==> src/rtl/pipe_stage_reg.sv <==
// rtl/pipe_stage_reg.sv - valid/ready pipeline register with stall counter and flush.
// Define PIPE_STAGE_REG_SKID_EN to add a skid entry and register-driven in_ready.
module pipe_stage_reg #(
    parameter int                DATA_W     = 32,
    parameter int                CNT_W      = 16,
    parameter logic [DATA_W-1:0] RESET_DATA = '0
) (
    input  logic              CLK,
    input  logic              RSTn,
    input  logic              flush,
    input  logic              in_valid,
    input  logic [DATA_W-1:0] in_data,
    output logic              in_ready,
    output logic              out_valid,
    output logic [DATA_W-1:0] out_data,
    input  logic              out_ready,
    output logic [1:0]        occupancy,
    output logic [CNT_W-1:0]  stall_cnt
);

    logic              valid_q, valid_d;
    logic [DATA_W-1:0] data_q, data_d;
    logic [CNT_W-1:0]  stall_cnt_q, stall_cnt_d;
    logic [1:0]        occupancy_q, occupancy_d;
    logic              accept;
    logic              deliver;

`ifdef PIPE_STAGE_REG_SKID_EN
    logic              skid_valid_q, skid_valid_d;
    logic [DATA_W-1:0] skid_data_q, skid_data_d;

    // in_ready depends only on RSTn and a flop, so out_ready never reaches upstream
    assign in_ready = RSTn && !skid_valid_q;
`else
    assign in_ready = RSTn && (!valid_q || out_ready);
`endif

    assign accept    = in_valid && in_ready;
    assign deliver   = valid_q && out_ready;
    assign out_valid = valid_q;
    assign out_data  = data_q;
    assign occupancy = occupancy_q;
    assign stall_cnt = stall_cnt_q;

    always_comb begin
        valid_d     = valid_q;
        data_d      = data_q;
        stall_cnt_d = stall_cnt_q;
`ifdef PIPE_STAGE_REG_SKID_EN
        skid_valid_d = skid_valid_q;
        skid_data_d  = skid_data_q;

        if (deliver) begin
            if (skid_valid_q) begin
                valid_d      = 1'b1;
                data_d       = skid_data_q;
                skid_valid_d = 1'b0;
            end else begin
                valid_d = 1'b0;
            end
        end
        // Main entry still busy after this edge: park the new word in the skid entry
        if (accept) begin
            if (!valid_d) begin
                valid_d = 1'b1;
                data_d  = in_data;
            end else begin
                skid_valid_d = 1'b1;
                skid_data_d  = in_data;
            end
        end
        if (flush) begin
            valid_d      = 1'b0;
            skid_valid_d = 1'b0;
        end
        occupancy_d = {1'b0, valid_d} + {1'b0, skid_valid_d};
`else
        if (deliver) begin
            valid_d = 1'b0;
        end
        if (accept) begin
            valid_d = 1'b1;
            data_d  = in_data;
        end
        if (flush) begin
            valid_d = 1'b0;
        end
        occupancy_d = {1'b0, valid_d};
`endif

        if (valid_q && !out_ready && (stall_cnt_q != {CNT_W{1'b1}})) begin
            stall_cnt_d = stall_cnt_q + 1'b1;
        end
    end

    always_ff @(posedge CLK) begin
        if (!RSTn) begin
            valid_q      <= 1'b0;
            data_q       <= RESET_DATA;
            stall_cnt_q  <= '0;
            occupancy_q  <= 2'd0;
`ifdef PIPE_STAGE_REG_SKID_EN
            skid_valid_q <= 1'b0;
            skid_data_q  <= RESET_DATA;
`endif
        end else begin
            valid_q      <= valid_d;
            data_q       <= data_d;
            stall_cnt_q  <= stall_cnt_d;
            occupancy_q  <= occupancy_d;
`ifdef PIPE_STAGE_REG_SKID_EN
            skid_valid_q <= skid_valid_d;
            skid_data_q  <= skid_data_d;
`endif
        end
    end

endmodule

==> config.mk <==
export PLATFORM = sky130hd
export DESIGN_NAME = pipe_stage_reg
export DESIGN_NICKNAME = d
export VERILOG_FILES = /design/src/rtl/pipe_stage_reg.sv
export SDC_FILE = /design/constraint.sdc
export NUM_CORES = 1
export LEC_CHECK = 0
export CORE_ASPECT_RATIO = 0.8
export CORE_MARGIN = 4
export CORE_UTILIZATION = 41
export DETAILED_ROUTE_END_ITERATION = 8
export GPL_TIMING_DRIVEN = 0
export PLACE_DENSITY = 0.86
export SETUP_SLACK_MARGIN = 0.02
export SYNTH_ARGS = -nofsm -noshare
export SYNTH_HDL_FRONTEND = slang
export SYNTH_SLANG_ARGS = --single-unit
==> constraint.sdc <==
create_clock -name CLK -period 2.03 [get_ports CLK]
set_input_delay 0.406 -clock CLK [delete_from_list [all_inputs] [get_ports CLK]]
set_output_delay 0.406 -clock CLK [all_outputs]
set_load 0.005 [all_outputs]
==> results.yml <==
cts:
  post_cts_buffers: 0
  cts_tree: "done"
  clockRootBuffer: "clkbuf_8"
  cts.sinks: 49
  clkTransAtPathRegs_ps: 80
  cts_buffer_depth: 2
  htreeDepth: 2
  numCtsBuffers: 5
  clock_latency_ps: 300
synth:
  async_flop_share_pct: 0
  ys.warnings.count: 0
  synthTopCellsByArea: "dfxtp_1 49%, nand2_1 13%, o21ai_0 9.0%"
  yosysTopAreaCell: "dfxtp_1"
  synth_cell_type_count: 33
  synth_edf_count: 0
  synth-seq-cells: 49
  synth_common_cells: "71 x nand2_1, 49 x dfxtp_1, 36 x o21ai_0, 15 x clkbuf_1, 9 x a21oi_1"
  yosysTopAreaCellShare_pct: 49.00
  synth_ff_type: "dfxtp_1"
  yosysMostFrequentCell: "nand2_1"
  syn-instance-count: 249
  syn-num-nets: 287
  syn_avg_cell_area_um2: 8.040
  ys_seq_area_share_pct: 49.00
  netlist_area_mm2: 0.002002
timing:
  finalCriticalPeriod_ps: 1924
  slew_violations: 0
  fin_crit_sh_pct: 94.76
  clock_skew_ps: 3.688
  hold_viol: 0
  setup_viol: 0
  fmax_mhz: 519.9
  hold_ws_ps: 444.4
  rsz0062_at_grt: "no"
critical_path:
  path_delay_family: "simple AND/OR/NAND/NOR gates"
  worstPathRequired_ps: 2270
  startpoint_type: "input port"
  r2r_cells: 7
  crit_buf_inv: 1
  r2r-start: "stall_cnt[0]$_SDFFE_PN0P_"
  arrival_ps: 2160
  path_cells: "clkdlybuf4s50_1 -> nand2b_1 -> or3_4 -> or3_1 -> a21oi_1"
  worst_path_max_delay_cell: "or3_4"
  endpoint_kind: "flip-flop"
  slowest_delay_ps: 490
  r2r_end: "stall_cnt[11]$_SDFFE_PN0P_"
  timing_worst_setup_path_type: "in -> reg"
  critPathMaxFanout: 9
  r2r_setup_slack_ps: 150
layout:
  regArea_um2: 982.2
  drive_gt1_share_pct: 8.555
  fillers: 395
  finalCoreUtilization_pct: 65.76
  num_antenna_cells: 0
  multi_input_area_um2: 950.9
  final_nets: 378
  synthToLayoutAreaGrowth_pct: 52.81
routing:
  drtPass1Iterations: 4
  viasPerCell: 5.273
  drtAntennaViolNets: 0
  wirelength_um: 5838
  via_count: 2104
  avgRoutedWirePerCell_um: 14.63
  drt-initial-drc-count: 114
  drc: 0
outcome:
  status: "completed"
floorplan:
  io_pins: 89
  initial_utilization_pct: 43.03
  core_mm2: 0.004652
  die_x_um: 86.13
  die_h_um: 70.50
  rows: 22
  fp.dieArea_mm2: 0.006072
run:
  max-cap-violations: 0
worst_hold_path:
  hold_path_class: "in -> reg"
  holdPathEnd: "stall_cnt[9]$_SDFFE_PN0P_"
  whs_path_depth: 3
  worstHoldStart: "RSTn"
pwr:
  clockPowerShare_pct: 28.9
  swShare_pct: 23.60
  p_switching_mw: 0.4355
  p_comb_share_pct: 15.1
  power.internal_mw: 1.410
  ir_worst_vdd_uv: 580.2
  p_per_area_mw_per_mm2: 603.2
  power_leakage_nw: 1.072
  power_frac_seq_pct: 56.1
global_route:
  grt_usage_pct: 18.92
  grt_max_degree: 14
  antenna_found_initial: 0
  first_global_vias: 1963
  overflow: 0
  grt_pass1_wl_um: 9163
placement:
  gpl.final_weighted_congestion: 0.8715
  numPortBuffers: 86
  hpwlAfterDp_um: 4393
[worst reg2reg max path, cell delays in order (launching register included)]
cell and delay (ps):
dfxtp_1 410, ha_1 220, nand3_1 190, nor4_4 350, buf_4 220, buf_4 180, o21ai_0 100, a21oi_1 130
[cell type report]
| cell class | count | share of cell area, % |
|---|---|---|
| clock buffers | 5 | 2.249 |
| well taps | 60 | 2.454 |
| plain buffers | 17 | 3.599 |
| flip-flops and latches | 49 | 32.11 |
| inverters | 2 | 0.2454 |
| clock inverters | 1 | 0.1636 |
| multi-input cells | 179 | 31.08 |
| repair buffers | 86 | 28.10 |
[sequential cells by signal, indices dropped and copies added, names as in the netlist]
name       cells
out_data      32
stall_cnt     16
occupancy      1
[cells in the final DEF (no fill, tap or decap), drive strengths merged]
cell,n
clkdlybuf4s50,85
nand2,71
dfxtp,49
o21ai,36
clkbuf,18
a21oi,9
nand3,7
nand4,6
or4,6
nor4,6
or3,6
nand2b,5
o31ai,5
nor2,4
buf,4
mux2i,3
inv,2
nor3,2
o41ai,2
and3,2
o311ai,2
nor2b,1
nand4b,1
nand3b,1
o31a,1
o21a,1
ha,1
conb,1
clkinv,1
dlygate4sd2,1
[routing by layer]
layer | vias to the layer above | global-route usage, % | part of all wire [%]
li1 | 1039 | - | -
met5 | - | 0 | 0
met2 | 96 | 29.34 | 46
met4 | 0 | 5.800 | 0.86
met3 | 6 | 8.726 | 13
met1 | 963 | 23.38 | 40
[cell families (layout without fill, tap and decap cells)]
family | count (synthesis) | count (layout) | synth area share [%]
buf+inv | 21 | 111 | 4.562
fa+ha+maj | 1 | 1 | 0.6249
flops | 49 | 49 | 49.00
mux | 3 | 3 | 1.500
simple gates | 118 | 118 | 28.38
other cells | 1 | 1 | 0.1873
compound gates | 56 | 56 | 15.75
[power groups by stage]
stage	combinational (mW)	sequential, mW	clock (mW)
2_1_floorplan	0.0745	1.06	0
4_1_cts	0.281	1.04	0.544
5_1_grt	0.302	1.04	0.582
3_5_place_dp	0.274	1.06	0
3_3_place_gp	0.270	1.05	0
6_report	0.278	1.03	0.533
[per-stage QoR]
step                TNS, ps  setup WS (ps)  cells  power, mW  instance area [µm²]
global route              0          20.08    399      1.926                 3059
CTS                       0          42.04    400      1.860                 3044
global placement     -14950         -595.5    395      1.324                 2938
floorplan                 0          278.9    249      1.134                 2002
finish                    0          106.5    399      1.845                 3059
detailed placement   -17050         -590.4    395      1.331                 2938
[timing repair]
item | in CTS | in global routing
hold buffers | 0 | 0
endpoints found under the setup margin | 34 | 42
pin swaps | 1 | 0
gates cloned | 0 | 0
resized for setup | 16 | 7
[worst max-delay path by stage]
stage                                         start                   endpoint  slack, ps  cells after the start
final                                     out_ready  stall_cnt[8]$_SDFFE_PN0P_        110                      5
after floorplan                                RSTn                   in_ready        280                      5
after detailed placement                       RSTn                   in_ready       -590                      6
after global routing      stall_cnt[0]$_SDFFE_PN0P_  stall_cnt[3]$_SDFFE_PN0P_         20                      7
after CTS                                 out_ready  out_data[27]$_SDFFE_PN0P_         40                      7
after global placement                         RSTn                   in_ready       -600                      6
(Power assumes the default switching activity.)
